`src/rtl/window_conv3x3.sv`:
```
`default_nettype none
// ============================================================================
//  Module      : window_conv3x3
//  Description : Consumer end of the 3-row line-buffer column stream. Accepts
//                one vertical 3-pixel column per cycle, builds a sliding 3x3
//                window and emits a Gaussian-blurred pixel
//                (kernel [1 2 1; 2 4 2; 1 2 1] / 16) for every interior column.
//                Drives the idle/done handshake back to the line buffer.
//
//  Parameters  : WIDTH   pixels per image row, 3..255
//                HEIGHT  image rows, 3..255 (HEIGHT-2 window rows per frame)
//
//  Ports       : clk            rising-edge clock
//                rst_n          asynchronous active-low reset
//                ready_i        line buffer presents a valid column
//                fifo1_data_i   column pixel, top row
//                fifo2_data_i   column pixel, middle row
//                fifo3_data_i   column pixel, bottom row
//                idle_o         1 = block accepts columns
//                done_o         1-cycle pulse, row consumed
//                pix_o          filtered pixel
//                pix_valid_o    pix_o valid this cycle
//                pix_x_o        output column index 0..WIDTH-3
//                frame_done_o   sticky, all HEIGHT-2 rows consumed
//
//  Configuration macro:
//                ROUND_NEAREST_EN  defined   -> pix_o = (acc + 8) >> 4
//                                  undefined -> pix_o = acc >> 4 (truncate)
//
//  Revision    : 1.0  initial release
// ============================================================================
module window_conv3x3 #(
    parameter int WIDTH  = 5,
    parameter int HEIGHT = 5
) (
    input  logic       clk,
    input  logic       rst_n,
    input  logic       ready_i,
    input  logic [7:0] fifo1_data_i,
    input  logic [7:0] fifo2_data_i,
    input  logic [7:0] fifo3_data_i,
    output logic       idle_o,
    output logic       done_o,
    output logic [7:0] pix_o,
    output logic       pix_valid_o,
    output logic [7:0] pix_x_o,
    output logic       frame_done_o
);

    // ------------------------------------------------------------------
    // State encoding and constants
    // ------------------------------------------------------------------
    localparam logic [1:0] S_WAIT = 2'd0;
    localparam logic [1:0] S_RECV = 2'd1;
    localparam logic [1:0] S_DONE = 2'd2;
    localparam logic [1:0] S_END  = 2'd3;

    localparam logic [7:0] c_LAST_COL = 8'(WIDTH - 1);
    localparam logic [7:0] c_LAST_ROW = 8'(HEIGHT - 2);

`ifdef ROUND_NEAREST_EN
    localparam logic [11:0] c_RND_BIAS = 12'd8;
`else
    localparam logic [11:0] c_RND_BIAS = 12'd0;
`endif

    // ------------------------------------------------------------------
    // Declarations
    // ------------------------------------------------------------------
    logic [1:0]  r_state;
    logic [1:0]  w_state_next;
    logic [7:0]  r_col_cnt;
    logic [7:0]  r_row_cnt;
    logic [7:0]  w_row_inc;
    logic        w_capture;

    // Column sums of the three most recent columns, c2 newest.
    logic [9:0]  r_c0;
    logic [9:0]  r_c1;
    logic [9:0]  r_c2;
    logic [9:0]  w_colsum;
    logic [11:0] w_acc;
    logic [11:0] w_acc_rnd;
    logic [7:0]  w_pix;

    logic [7:0]  r_pix;
    logic        r_pix_valid;
    logic [7:0]  r_pix_x;
    logic        r_frame_done;

    // A column is taken only while waiting for or receiving a row; S_DONE
    // ignores ready_i because the line buffer still holds stale data there.
    assign w_capture = ready_i && ((r_state == S_WAIT) || (r_state == S_RECV));
    assign w_row_inc = r_row_cnt + 8'd1;

    // ------------------------------------------------------------------
    // Datapath arithmetic
    // ------------------------------------------------------------------
    assign w_colsum = {2'b00, fifo1_data_i}
                    + {1'b0, fifo2_data_i, 1'b0}
                    + {2'b00, fifo3_data_i};

    // Horizontal weighting over the window as it looks after this capture:
    // oldest column is the current c1, centre is c2, newest is w_colsum.
    assign w_acc = {2'b00, r_c1}
                 + {1'b0, r_c2, 1'b0}
                 + {2'b00, w_colsum};

    // Max 4080 + 8 = 4088 fits 12 bits, and 4088 >> 4 = 255: no saturation.
    assign w_acc_rnd = w_acc + c_RND_BIAS;
    assign w_pix     = 8'(w_acc_rnd >> 4);

    // ------------------------------------------------------------------
    // FSM: state register
    // ------------------------------------------------------------------
    always_ff @(posedge clk or negedge rst_n) begin
        if (!rst_n) begin
            r_state <= S_WAIT;
        end else begin
            r_state <= w_state_next;
        end
    end

    // ------------------------------------------------------------------
    // FSM: next-state logic
    // ------------------------------------------------------------------
    always_comb begin
        w_state_next = r_state;
        case (r_state)
            S_WAIT: begin
                if (ready_i) begin
                    w_state_next = S_RECV;
                end
            end
            S_RECV: begin
                if (ready_i && (r_col_cnt == c_LAST_COL)) begin
                    w_state_next = S_DONE;
                end
            end
            S_DONE: begin
                if (w_row_inc == c_LAST_ROW) begin
                    w_state_next = S_END;
                end else begin
                    w_state_next = S_WAIT;
                end
            end
            S_END: begin
                w_state_next = S_END;
            end
            default: begin
                w_state_next = S_WAIT;
            end
        endcase
    end

    // ------------------------------------------------------------------
    // FSM: output decode
    // ------------------------------------------------------------------
    always_comb begin
        idle_o = 1'b1;
        done_o = 1'b0;
        case (r_state)
            S_DONE: begin
                done_o = 1'b1;
            end
            S_END: begin
                idle_o = 1'b0;
            end
            default: begin
                idle_o = 1'b1;
                done_o = 1'b0;
            end
        endcase
    end

    // ------------------------------------------------------------------
    // Column / row counters
    // ------------------------------------------------------------------
    always_ff @(posedge clk or negedge rst_n) begin
        if (!rst_n) begin
            r_col_cnt <= 8'd0;
            r_row_cnt <= 8'd0;
        end else if (w_capture) begin
            r_col_cnt <= r_col_cnt + 8'd1;
        end else if (r_state == S_DONE) begin
            r_col_cnt <= 8'd0;
            r_row_cnt <= w_row_inc;
        end
    end

    // ------------------------------------------------------------------
    // Column-sum shift register; cleared between rows so a window never
    // mixes columns from two different rows.
    // ------------------------------------------------------------------
    always_ff @(posedge clk or negedge rst_n) begin
        if (!rst_n) begin
            r_c0 <= 10'd0;
            r_c1 <= 10'd0;
            r_c2 <= 10'd0;
        end else if (w_capture) begin
            r_c0 <= r_c1;
            r_c1 <= r_c2;
            r_c2 <= w_colsum;
        end else if (r_state == S_DONE) begin
            r_c0 <= 10'd0;
            r_c1 <= 10'd0;
            r_c2 <= 10'd0;
        end
    end

    // ------------------------------------------------------------------
    // Pixel output register: the third and later columns of a row each
    // complete a window. pix_o / pix_x_o hold between valid pulses.
    // ------------------------------------------------------------------
    always_ff @(posedge clk or negedge rst_n) begin
        if (!rst_n) begin
            r_pix       <= 8'd0;
            r_pix_valid <= 1'b0;
            r_pix_x     <= 8'd0;
        end else begin
            r_pix_valid <= 1'b0;
            if (w_capture && (r_col_cnt >= 8'd2)) begin
                r_pix       <= w_pix;
                r_pix_valid <= 1'b1;
                r_pix_x     <= r_col_cnt - 8'd2;
            end
        end
    end

    // ------------------------------------------------------------------
    // Sticky frame-complete flag, rises together with entry to S_END.
    // ------------------------------------------------------------------
    always_ff @(posedge clk or negedge rst_n) begin
        if (!rst_n) begin
            r_frame_done <= 1'b0;
        end else if ((r_state == S_DONE) && (w_row_inc == c_LAST_ROW)) begin
            r_frame_done <= 1'b1;
        end
    end

    assign pix_o        = r_pix;
    assign pix_valid_o  = r_pix_valid;
    assign pix_x_o      = r_pix_x;
    assign frame_done_o = r_frame_done;

endmodule
`default_nettype wire

```
`config.mk`:
```
export PLATFORM = sky130hd
export DESIGN_NAME = window_conv3x3
export DESIGN_NICKNAME = d
export VERILOG_FILES = /design/src/rtl/window_conv3x3.sv
export SDC_FILE = /design/constraint.sdc
export NUM_CORES = 1
export LEC_CHECK = 0
export ABC_AREA = 1
export CAP_MARGIN = 0
export CORE_UTILIZATION = 56
export DETAILED_ROUTE_END_ITERATION = 6
export PLACE_DENSITY = 0.85
export RECOVER_POWER = 50
export REMOVE_ABC_BUFFERS = 1
export SKIP_CTS_REPAIR_TIMING = 1
export SYNTH_ARGS = -nofsm -noshare
export SYNTH_HDL_FRONTEND = slang
export SYNTH_SLANG_ARGS = --single-unit
```
`constraint.sdc`:
```
create_clock -name clk -period 2.3 [get_ports clk]
set_input_delay 0.69 -clock clk [delete_from_list [all_inputs] [get_ports clk]]
set_output_delay 0.69 -clock clk [all_outputs]
set_load 0.05 [all_outputs]
```
==> reports/qor.yml, run 1 <==
yosys_warnings: 0
rsz0062_at_grt: "yes"
io_buffers: 46
r2r_end: "pix_o[5]"
finalHoldViolCount: 0
dpl.hpwl_um: 5910
worst_pin_slew_ns: 1.25
ys_ff_latch: 56
coreArea_um2: 6100
io_pins: 47
cts-buffers-inserted: 5
drc_errors: 0
whs_ns: 0.490
track_usage: 0.264
setup_slack_ns: -1.49
synth.distinct_cells: 32
antenna_found_initial: 0
design_area_um2: 5040
cts_root_buf: "clkbuf_8"
overflow: 0
die_h_um: 82.4
start_kind: "input port"
skew_ns: 0.0127
rr_worst_depth: 11
place_area_um2: 4430
rows: 28
maxCapViolations: 0
htree_levels: 2
cts_tree: "done"
period_minus_slack_ns: 3.79
num_vias: 3555
detail-route-antenna-nets: 0
arrival_ns: 4.00
crit_required_ns: 2.51
layout-drive-gt1-share: 0.268
grt_pass1_wl_um: 13500
die-area_um2: 6800
synth_top_cell_by_area: "dfrtp_1"
drt_pass1_iterations: 5
synth.area.top_cells: "dfrtp_1 39%, nand2_1 11%, fa_1 9.4%"
max_freq_ghz: 0.264
min_path_cells: 2
critical_path.max_fanout: 3
fin_nets: 594
setup_viol: 12
drv_slew: 0
synth_area_um2: 3620
die_width_um: 82.4
path_class: "input port to register"
antenna_cells: 0
start_util: 0.594
grt_max_degree: 34
final_common_cell: "nand2_1"
post-route-period-util: 1.65
min_to: "pix_o[3]"
layout_common_cells: "92 x nand2_1, 56 x dfrtp_1, 48 x inv_1"
cts.path.max_buffers: 2
violations: "setup timing"
yosys.area.top_type_share: 0.387
clk_pin_slew_ns: 0.09
grt_pass1_vias: 3137
post-place-ws_ns: -2.22
place.gp.congestion: 0.885
worstHoldPathType: "register to register"
fill_cells: 350
min_from: "pix_o[3]"
routed_wl_um: 11000
wl_per_cell_um: 18.3
first_iter_violations: 323
tns_ns: -11.13
ys_seq_area_frac: 0.387
reg2reg_slack_ns: 0.10
clock_latency_ns: 0.32
area_growth_pct: 39.1
avgViaCountPerCell: 5.92
reg2reg_from: "r_c1[6]"
syn_inst: 435
slew_headroom: 0.165
synth.avg_cell_area_um2: 8.33
crit_path_end_kind: "register"
status: "finished, violations left"
clock_sinks: 56
[area by class of cell]
type,instances,area [um2],area share
inverters,64,243,0.0482
repair buffers,91,845,0.168
flip-flops and latches,56,1400,0.278
multi-input cells,307,2350,0.466
well taps,75,93.8,0.0186
clock inverters,2,38.8,0.00769
clock buffers,6,72.6,0.0144
[worst max path at each step]
stage / startpoint / endpoint / slack [ns]
detailed placement: fifo1_data_i[1] / pix_o[6] / -2.22
global placement: fifo1_data_i[1] / pix_o[6] / -2.11
finish: fifo1_data_i[0] / pix_o[5] / -1.49
floorplan: fifo1_data_i[1] / pix_o[6] / -1.47
global route: fifo1_data_i[1] / pix_o[5] / -1.65
CTS: fifo1_data_i[1] / pix_o[6] / -1.95
[synth_stat cells]
master and n:
buf_2 5, nand3_1 34, o21ai_1 18, buf_6 2, o21ai_0 25, nor3_4 1, ha_1 25, nand4_1 8
fa_1 17, a21oi_1 14, or2_2 1, nand2_1 106, a21oi_2 1, nor2_4 1, xnor2_1 4, nor3_1 4
dfrtp_1 56, or2_1 1, nor2_1 23, o21bai_1 2, a22o_1 1, nand2_2 2, xor2_1 9, nand3_2 1
and2_1 2, inv_2 4, nand3b_1 2, o22ai_1 3, clkbuf_1 1, a31oi_1 1, inv_1 60, nor2_2 1
[stage by stage]
stage           util  cells
6_report       0.827    601
3_5_place_dp   0.726    586
4_1_cts        0.744    594
2_1_floorplan      -    427
3_3_place_gp   0.726    586
5_1_grt        0.827    601
[layer usage]
layer	GRT usage	vias to the layer above	part of all wire
li1	-	1574	-
met1	0.319	1677	0.36
met2	0.454	233	0.50
met3	0.0484	71	0.073
met4	0.126	0	0.067
met5	0	-	0
[state kept, by name, indices dropped and copies added (netlist names)]
name          count
r_c1             10
pix_x_o           8
r_c2             10
r_row_cnt         8
r_col_cnt         8
pix_o             8
pix_valid_o       1
r_state           2
frame_done_o      1
[kinds of logic after synthesis]
group                      synth area share
and+or+nand+nor                       0.227
DFF                                   0.387
adders and majority gates             0.180
xor gates and xnor gates             0.0314
AOI/OAI and AO/OA                    0.0946
buffers and inverters                0.0805
[worst max-delay path, stage by stage]
cell	delay (ns)
clkdlybuf4s50_1	0.47
ha_1	0.17
ha_2	0.19
inv_2	0.04
fa_2	0.39
inv_2	0.06
nand3_2	0.07
nand2_4	0.11
xor2_2	0.21
fa_1	0.51
ha_4	0.32
buf_4	0.13
nand2_2	0.08
nor2_2	0.13
nand2_1	0.11
nand2_1	0.08
nand2_1	0.07
nand3_1	0.09
nand2_1	0.05
Power of run 1 is left out: the tool's default activity adds up to more than one toggle a clock period on the data nets, which glitch-free logic cannot reach.
==> inputs of run 2 (changes only) <==
--- a/config.mk
+++ b/config.mk
@@ -6,7 +6,8 @@
 export NUM_CORES = 1
 export LEC_CHECK = 0
 export ABC_AREA = 1
-export CAP_MARGIN = 0
+export CAP_MARGIN = 20
+export CORE_ASPECT_RATIO = 0.8
 export CORE_UTILIZATION = 56
 export DETAILED_ROUTE_END_ITERATION = 6
 export PLACE_DENSITY = 0.85
==> reports/qor.yml, run 2 (same netlist as run 1, synthesis figures left out) <==
drt_pass1_iterations: 4
skew_ns: 0.00639
avgViaCountPerCell: 5.76
setup_viol: 11
cts.path.max_buffers: 2
final_common_cell: "nand2_1"
clock_sinks: 56
crit_path_end_kind: "register"
grt_pass1_wl_um: 13200
reg2reg_slack_ns: 0.16
max_freq_ghz: 0.256
clock_latency_ns: 0.32
area_growth_pct: 37.1
min_from: "pix_o[6]"
rr_worst_depth: 11
drc_errors: 0
grt_pass1_vias: 3037
fin_nets: 592
htree_levels: 2
design_area_um2: 4970
maxCapViolations: 0
place.gp.congestion: 0.920
io_buffers: 46
arrival_ns: 4.13
min_to: "pix_o[6]"
drv_slew: 0
cp-startpoint: "fifo3_data_i[0]"
routed_wl_um: 10300
cp_cell_sequence: "clkdlybuf4s50_1 -> ha_1 -> ha_2 -> inv_2 -> fa_2 -> inv_2 -> nand3_2 -> nand2_4 -> a21oi_4 -> xor2_2 -> fa_2 -> ha_4 -> inv_1 -> o21ai_4 -> a21oi_2 -> nand4_1 -> nand3_1 -> nand2_1"
worstHoldPathType: "register to register"
tns_ns: -12.12
layout_common_cells: "95 x nand2_1, 56 x dfrtp_1, 49 x inv_1"
track_usage: 0.248
min_path_cells: 2
cts_root_buf: "clkbuf_8"
clk_pin_slew_ns: 0.10
path_class: "input port to register"
die_h_um: 73.9
cts_tree: "done"
reg2reg_from: "r_c1[2]"
start_util: 0.597
grt_max_degree: 36
die-area_um2: 6800
fill_cells: 323
coreArea_um2: 6070
die_width_um: 91.9
reg_top3: "r_c1 (10), r_c2 (10)"
start_kind: "input port"
crit_required_ns: 2.52
antenna_found_initial: 0
period_minus_slack_ns: 3.91
critical_path.max_fanout: 3
first_iter_violations: 290
slew_headroom: 0.192
post-route-period-util: 1.70
rows: 25
finalHoldViolCount: 0
io_pins: 47
num_vias: 3479
post-route-util: 0.819
layout-drive-gt1-share: 0.266
cts-buffers-inserted: 5
slowest_stage: "clkdlybuf4s50_1"
dpl.hpwl_um: 6090
r2r_end: "pix_o[5]"
rsz0062_at_grt: "yes"
worst_pin_slew_ns: 1.21
overflow: 0
setup_slack_ns: -1.61
detail-route-antenna-nets: 0
wl_per_cell_um: 17.0
antenna_cells: 0
place_area_um2: 4430
status: "finished, violations left"
violations: "setup timing"
max_stage_delay_ns: 0.51
-- run 2: worst max-delay path by stage --
stage | end | slack (ns) | depth (start not counted)
floorplan | pix_o[6] | -1.47 | 20
global placement | pix_o[6] | -2.13 | 21
detailed placement | pix_o[6] | -2.35 | 21
CTS | pix_o[6] | -2.06 | 21
global route | pix_o[6] | -1.70 | 18
finish | pix_o[6] | -1.61 | 18
-- run 2: area by class of cell --
| class | count | area [um2] | share of cell area |
|---|---|---|---|
| Clock buffer | 5 | 68.8 | 0.0139 |
| Timing Repair Buffer | 89 | 812 | 0.163 |
| Inverter | 64 | 245 | 0.0494 |
| Sequential cell | 56 | 1400 | 0.282 |
| Tap cell | 81 | 101 | 0.0204 |
| Clock inverter | 2 | 12.5 | 0.00252 |
| Multi-Input combinational cell | 307 | 2330 | 0.468 |
-- run 2: metal layers --
layer  share of wire  vias up  wire, um  global-route usage
met5               0        -         0                   0
met2            0.49      179      5080               0.422
li1                -     1573         -                   -
met1            0.40     1673      4130               0.325
met4           0.043        0       442              0.0990
met3           0.059       54       609              0.0409
-- run 2: stage by stage --
stage	hold WS (ns)	instances	setup slack (ns)
2_1_floorplan	0.394	427	-1.47
3_3_place_gp	0.462	591	-2.13
3_5_place_dp	0.474	591	-2.35
4_1_cts	0.357	598	-2.06
5_1_grt	0.509	604	-1.70
6_report	0.488	604	-1.61
-- run 2: worst max-delay path: cells and delay by family --
family | cells | cell delay [ns]
adders and majority gates | 5 | 1.45
AOI/OAI and AO/OA | 3 | 0.43
xor gates and xnor gates | 1 | 0.22
buffers and inverters | 4 | 0.81
and+or+nand+nor | 5 | 0.53
Power of run 2 is left out for the same reason.
